**src/rtl/mem_arb_pkg.sv**
```systemverilog
// Shared types and constants for the two-port unified-memory arbiter.
// The FSM state encoding, port identifiers and latency counter width live here.
package mem_arb_pkg;

    typedef enum logic [1:0] {
        S_IDLE = 2'd0,
        S_BUSY = 2'd1,
        S_RESP = 2'd2
    } arb_state_t;

    localparam logic PORT_CORE = 1'b0;
    localparam logic PORT_DMA  = 1'b1;

    // Wide enough for MEM_LATENCY up to 15.
    localparam int CNT_W = 4;

endpackage

```
**src/rtl/arb_pick2.sv**
```systemverilog
// Combinational two-requester winner select.
// A sole requester always wins; ties go to port 0 or alternate against last_grant.
module arb_pick2
    import mem_arb_pkg::*;
#(
    parameter bit FIXED_PRIO = 1'b0
) (
    input  logic [1:0] valid,
    input  logic       last_grant,
    output logic       any_valid,
    output logic       grant
);

    always_comb begin
        any_valid = |valid;
        grant     = PORT_CORE;
        if (valid == 2'b10) begin
            grant = PORT_DMA;
        end else if (valid == 2'b11) begin
            grant = FIXED_PRIO ? PORT_CORE : ~last_grant;
        end
    end

endmodule

```
**src/rtl/mem_port_arbiter.sv**
```systemverilog
// Arbitrates the core (port 0) and DMA (port 1) onto a single fixed-latency memory.
// One transaction in flight at a time; the response returns to its owner MEM_LATENCY cycles after accept.
module mem_port_arbiter
    import mem_arb_pkg::*;
#(
    parameter int ADDR_W      = 32,
    parameter int DATA_W      = 32,
    parameter int MEM_LATENCY = 1,
    parameter bit FIXED_PRIO  = 1'b0
) (
    input  logic              clk,
    input  logic              rst,
    input  logic              p0_valid,
    input  logic              p0_we,
    input  logic [ADDR_W-1:0] p0_addr,
    input  logic [DATA_W-1:0] p0_wdata,
    output logic              p0_ready,
    output logic              p0_rsp_valid,
    input  logic              p1_valid,
    input  logic              p1_we,
    input  logic [ADDR_W-1:0] p1_addr,
    input  logic [DATA_W-1:0] p1_wdata,
    output logic              p1_ready,
    output logic              p1_rsp_valid,
    output logic [DATA_W-1:0] rsp_rdata,
    output logic              mem_en,
    output logic              mem_we,
    output logic [ADDR_W-1:0] mem_addr,
    output logic [DATA_W-1:0] mem_wdata,
    input  logic [DATA_W-1:0] mem_rdata,
    output logic              busy,
    output logic              owner
);

    localparam logic [CNT_W-1:0] LAST_CNT = CNT_W'(MEM_LATENCY - 1);

    arb_state_t        state_reg;
    logic [CNT_W-1:0]  cnt_reg;
    logic              owner_reg;
    logic              last_grant_reg;
    logic              rsp_we_reg;

    logic              any_valid;
    logic              win;
    logic              is_busy;
    logic              is_resp;
    logic              accept;
    logic [1:0]        ready_vec;
    logic [1:0]        rsp_vec;

    logic              sel_we;
    logic [ADDR_W-1:0] sel_addr;
    logic [DATA_W-1:0] sel_wdata;

    arb_pick2 #(
        .FIXED_PRIO(FIXED_PRIO)
    ) u_pick (
        .valid      ({p1_valid, p0_valid}),
        .last_grant (last_grant_reg),
        .any_valid  (any_valid),
        .grant      (win)
    );

    // Any encoding other than BUSY/RESP behaves as IDLE, so a corrupted state self-recovers.
    always_comb begin
        is_busy = (state_reg == S_BUSY);
        is_resp = (state_reg == S_RESP);
        accept  = !is_busy && !is_resp && any_valid;
    end

    always_comb begin
        sel_we    = p0_we;
        sel_addr  = p0_addr;
        sel_wdata = p0_wdata;
        if (win == PORT_DMA) begin
            sel_we    = p1_we;
            sel_addr  = p1_addr;
            sel_wdata = p1_wdata;
        end
    end

    generate
        for (genvar gi = 0; gi < 2; gi++) begin : g_port
            assign ready_vec[gi] = accept && (win == 1'(gi));
            assign rsp_vec[gi]   = is_resp && (owner_reg == 1'(gi));
        end
    endgenerate

    assign p0_ready     = ready_vec[0];
    assign p1_ready     = ready_vec[1];
    assign p0_rsp_valid = rsp_vec[0];
    assign p1_rsp_valid = rsp_vec[1];

    // Command is issued in the accept cycle itself; the bus is zero otherwise.
    assign mem_en    = accept;
    assign mem_we    = accept && sel_we;
    assign mem_addr  = accept ? sel_addr  : '0;
    assign mem_wdata = accept ? sel_wdata : '0;

    // Writes complete with a zero data word so the requester sees a clean ack.
    assign rsp_rdata = (is_resp && !rsp_we_reg) ? mem_rdata : '0;
    assign busy      = is_busy || is_resp;
    assign owner     = owner_reg;

    always_ff @(posedge clk or posedge rst) begin
        if (rst) begin
            state_reg      <= S_IDLE;
            cnt_reg        <= '0;
            owner_reg      <= PORT_CORE;
            last_grant_reg <= PORT_DMA;
            rsp_we_reg     <= 1'b0;
        end else begin
            case (state_reg)
                S_BUSY: begin
                    cnt_reg <= cnt_reg + 1'b1;
                    if (cnt_reg == LAST_CNT) begin
                        state_reg <= S_RESP;
                    end
                end
                S_RESP: begin
                    state_reg <= S_IDLE;
                end
                default: begin
                    state_reg <= S_IDLE;
                    if (any_valid) begin
                        owner_reg      <= win;
                        last_grant_reg <= win;
                        rsp_we_reg     <= sel_we;
                        cnt_reg        <= CNT_W'(1);
                        state_reg      <= (MEM_LATENCY == 1) ? S_RESP : S_BUSY;
                    end
                end
            endcase
        end
    end

endmodule

```
**config.mk**
```make
export PLATFORM = sky130hd
export DESIGN_NAME = mem_port_arbiter
export DESIGN_NICKNAME = d
export VERILOG_FILES = /design/src/rtl/mem_arb_pkg.sv /design/src/rtl/arb_pick2.sv /design/src/rtl/mem_port_arbiter.sv
export SDC_FILE = /design/constraint.sdc
export NUM_CORES = 1
export LEC_CHECK = 0
export CAP_MARGIN = 20
export CORE_AREA = 2 2 106 108
export DETAILED_ROUTE_END_ITERATION = 7
export DIE_AREA = 0 0 108 110
export GPL_ROUTABILITY_DRIVEN = 0
export GPL_TIMING_DRIVEN = 0
export HOLD_SLACK_MARGIN = 0.1
export PLACE_DENSITY = 0.53
export SLEW_MARGIN = 5
export SYNTH_ARGS = -nofsm -noshare
export SYNTH_HDL_FRONTEND = slang
export SYNTH_SLANG_ARGS = --single-unit
```
**constraint.sdc**
```tcl
create_clock -name clk -period 2.8 [get_ports clk]
set_clock_uncertainty 0.2 [all_clocks]
set_input_delay 0.42 -clock clk [delete_from_list [all_inputs] [get_ports clk]]
set_output_delay 0.42 -clock clk [all_outputs]
set_load 0.005 [all_outputs]
```
Yosys cells after proc, flatten, opt, wreduce, memory -nomap -nowiden
Cells that the tools add are included.

Bits of input ports: 166. Logic and storage cells: 47. Output and inout bits: 104. Bits in registers: 9.

Add/subtract/negate cells: 1. Bitwise operators: 5. Reductions and logical operators: 18. Mux-type cells: 13. Equality and inequality tests: 5.

Operators with widths (number): 32-bit two-way mux (5); 1-bit logical AND (8); 4-bit one-hot mux with 2 select lines (1); 2-bit == test (second input constant) (3); 1-bit inverter (5); 4-bit by 1-bit adder with 4-bit output (second input constant) (1); 4-bit zero test (1); 2-bit two-way mux (2); 4-bit two-way mux (1); 2-bit one-hot mux with 2 select lines (1); 2-bit AND reduction (2); 2-bit OR reduction (2); 1-bit zero test (3); 1-bit two-way mux (3); 2-bit by 1-bit == test with 1-bit output (second input constant) (1); 2-bit by 1-bit != test with 1-bit output (second input constant) (1); 2-bit nonzero test (1); 1-bit logical OR (1).

Longest topological paths before layout
Gate-level depths: netlist of the first run.

Word-level depth: 5. Gate-level depth with buffers: 5.

Modules after synthesis
From an unflattened synthesis of the first run, not the netlist that was laid out.

Cell total of the unflattened synthesis: 199. Area, all modules: 1716.6 um^2.

Modules (own cells, without submodules): mem_port_arbiter (instances 1, cells an instance 197, area an instance 1702.9 um^2); arb_pick2 (instances 1, cells an instance 2, area an instance 13.8 um^2).

Worst setup path before layout of the first run
Ideal clock, no wire load.

Path kind: register to output. Start: register last_grant_reg. End: output port mem_addr[24]. Data arrival time: 1211 ps. Data required time: 2180 ps. Slack: 969 ps. Stages on the path, launching flop included: 5. Path through: dfstp_2 > o211a_1 > buf_2 > buf_2 > a22o_1.

Longest elaborated chain between the ends: 5.

Ends and longest elaborated chain: start, declared (RTL line mem_port_arbiter.sv:40) `logic last_grant_reg;`; start signal, assigned (RTL line mem_port_arbiter.sv:127) `last_grant_reg <= win;`; 1-bit inverter (RTL line arb_pick2.sv:20) `grant = FIXED_PRIO ? PORT_CORE : ~last_grant;`; 1-bit two-way mux (RTL line arb_pick2.sv:19) `end else if (valid == 2'b11) begin`; 1-bit two-way mux (RTL line arb_pick2.sv:17) `if (valid == 2'b10) begin`; 32-bit two-way mux (RTL line mem_port_arbiter.sv:75) `if (win == PORT_DMA) begin`; 32-bit two-way mux (RTL line mem_port_arbiter.sv:97) `assign mem_addr = accept ? sel_addr : '0;`; end, declared (RTL line mem_port_arbiter.sv:28) `output logic [ADDR_W-1:0] mem_addr,`.

No other way between the ends.

Final worst setup path of the first run
Start: input port p0_valid. End: output port mem_wdata[2].

Longest elaborated chain between the ends: 5. Elaborated cells on any way between the ends: 8. Those cells by class: eq/ne (2); mux (4); reduce/logical (2).

Ends and longest elaborated chain: start, declared (RTL line mem_port_arbiter.sv:13) `input logic p0_valid,`; 2-bit == test (RTL line arb_pick2.sv:19); 1-bit two-way mux (RTL line arb_pick2.sv:19); 1-bit two-way mux (RTL line arb_pick2.sv:17); 32-bit two-way mux (RTL line mem_port_arbiter.sv:75); 32-bit two-way mux * (RTL line mem_port_arbiter.sv:98) `assign mem_wdata = accept ? sel_wdata : '0;`; end, declared (RTL line mem_port_arbiter.sv:29) `output logic [DATA_W-1:0] mem_wdata,`.

Every way passes the cells marked *; elsewhere a longest branch is shown, timed or not.

==> metrics.md, run 1 <==
| Metric | Value |
|---|---|
| Status | `finished, final reports clean` |
| Largest net degree at the start of global routing | `11` |
| # setup viols final | `0` |
| Worst-margin pin slew | `0.301 ns` |
| Yosys cell types | `14` |
| Antenna Cells | `0` |
| Num CTS Buffers | `3` |
| Crit start category | `input pin` |
| Htree depth | `1` |
| WS Path Type | `input pin to output port` |
| Final setup slack of the worst path | `0.128 ns` |
| Fin util | `37.6%` |
| Wire length per cell | `16.0 um` |
| DR iter-0 viols | `53` |
| Fillers | `1131` |
| Commonest non-fill, non-tap cell in the layout | `clkdlybuf4s50_1` |
| CP max stage delay | `0.52 ns` |
| Area Growth Syn to Fin | `286%` |
| Vias in the first global route | `2175` |
| Post-layout min period | `2.67 ns` |
| Antenna viol nets, final | `0` |
| Final period utilization | `95.4%` |
| Remaining Overflow, GRT | `0` |
| Final Hold Vio Count | `0` |
| TritonRoute pass-1 iters | `4` |
| Die width | `108 um` |
| Worst path cell trace | `dlygate4sd2_1 > a211oi_4 > buf_6 > buf_6 > a22o_1 > clkdlybuf4s50_1` |
| DIE AREA | `11900 um2` |
| Die Y | `110 um` |
| Critical path required time | `2.18 ns` |
| Post-place instance area | `3910 um2` |
| Max rail drop VDD | `0.140 mV` |
| Clock-pin slew on the worst setup and hold paths | `0.03 ns` |
| Slowest stage cell, crit path | `clkdlybuf4s50_1` |
| Slew Limit Fails | `0` |
| Peak Freq | `374 MHz` |
| Power consumption | `0.00106 W` |
| Sequential-to-total area share from yosys stat | `9.71%` |
| Yosys reg bits | `4` |
| Final nets | `576` |
| Final WL | `8810 um` |
| Slew margin rel. | `79.9%` |
| Synth top area share | `54.6%` |
| Final instance area | `4030 um2` |
| Hold Path Class | `input pin to asynchronous set/reset pin` |
| Clock sinks | `4` |
| Static leakage | `1.74 nW` |
| Worst-skew pair later-pin latency | `0.22 ns` |
| Post-Synthesis Cells | `132` |
| FP Rows | `38` |
| Final HPWL DP | `7710 um` |
| YS warnings | `0` |
| Leading area contributor after synthesis | `a22o_1` |
| Layout cells sized above 1 | `6.36%` |
| Via count | `2200` |
| Crit end category | `output port` |
| First-pass GRT wire length | `11800 um` |
| CTS tree | `built` |
| PwrDens | `263 nW/um2` |
| Critical Path Fanout Max | `10` |
| # port buffers | `269` |
| Core Area | `10700 um2` |
| Non-filler cells, final | `549` |
| # placed instances | `541` |
| Setup WS pre-CTS | `-0.578 ns` |
| CTS Buffer Depth | `2` |
| Max cap viols | `0` |
| Ranking of synthesized cells by area | `a22o_1 55%, and2_1 20%, dfrtp_1 7.2%, buf_2 4.3%, dfstp_2 2.5%` |
| Initial Util | `9.75%` |
| Vias per cell | `4.01` |
| Mapped Avg Cell Area | `7.91 um2` |
| Area of the mapped netlist | `1040 um2` |
| RSZ-0062 raised after global routing | `no` |
| Critical Path AT | `2.05 ns` |
| DRC violations left | `0` |
| Initial antenna violation count | `0` |
| Most frequent CP cell | `buf_6` |
| CTS root buffer | `clkbuf_8` |
| Post-synth net total | `298` |
| Most frequent cells in the layout | `222 x clkdlybuf4s50_1, 65 x a22o_1, 47 x dlygate4sd2_1` |
| Number of I/O pins | `270` |
| GR Util All Layers | `13.0%` |
critical path: cells and delay by family:
family                 cells  cell delay, ns
AOI/OAI and AO/OA          2            0.51
buffers and inverters      4            1.13
per-stage QoR:
stage	hold WS (ns)	TNS, ns
3_5_place_dp	0.319	-25.89
2_1_floorplan	-0.0146	0
3_3_place_gp	0.313	-28.00
5_1_grt	0.195	0
4_1_cts	0.187	0
6_report	0.184	0
layer usage:
layer / GRT usage, % / vias up / wire length (um)
li1: - / 1068 / -
met1: 13.1 / 965 / 2990
met2: 25.8 / 163 / 4620
met3: 4.59 / 4 / 1140
met4: 2.20 / 0 / 55
met5: 0 / - / 0
final cells by class:
class                   count  area [um2]  area share, %
clock buffers               4        45.0           1.12
plain buffers              17         143           3.54
multi-input cells         107         862           21.4
flip-flops and latches      4         101           2.52
well taps                 140         175           4.35
repair buffers            273        2680           66.7
inverters                   4        15.0          0.373
cell families after synthesis:
family	Yosys count	share of synthesized area, %
and+or+nand+nor	36	21.1
buffers and inverters	21	9.35
DFF	4	9.71
AOI/OAI and AO/OA	71	59.8
Yosys cell counts:
cell and count:
dfstp_2 1, a211oi_2 1, inv_1 4, buf_4 2, a221o_1 1, dfrtp_1 3
nor2_1 2, and2_1 34, o21bai_1 1, clkbuf_1 6, buf_2 9, a22o_1 65
a21o_1 2, o211a_1 1
final timing paths:
path,startpoint,end,slack (ns),cells after the start
max,p0_valid,mem_wdata[2],0.13,6
min,rst,state_reg[1],0.18,2
max reg2reg,state_reg[1],owner,1.26,5
min reg2reg,last_grant_reg,last_grant_reg,0.34,1
max in group asynchronous,rst,last_grant_reg,1.99,2
min in group clk,last_grant_reg,last_grant_reg,0.34,1
power breakdown:
group | total (W) | switching (W) | internal, W
clock | 0.000129 | 0.0000314 | 0.0000974
sequential | 0.0000848 | 0.0000133 | 0.0000715
combinational | 0.000845 | 0.000269 | 0.000576
total | 0.00106 | 0.000314 | 0.000745
timing repair:
item,4_1_cts,5_1_grt
pin swaps,2,0
setup endpoints to repair,67,26
gates cloned,0,0
resized for setup,73,1
hold buffers,0,0
buffers inserted,4,0
(Power assumes the default switching activity.)
==> run 2: changes to the inputs <==
--- a/config.mk
+++ b/config.mk
@@ -7,6 +7,7 @@
 export LEC_CHECK = 0
 export CAP_MARGIN = 20
 export CORE_AREA = 2 2 106 108
+export CTS_CLUSTER_SIZE = 16
 export DETAILED_ROUTE_END_ITERATION = 7
 export DIE_AREA = 0 0 108 110
 export GPL_ROUTABILITY_DRIVEN = 0
==> results of run 2 <==
No change in the layout: final DEF, timing and power equal those of run 1.
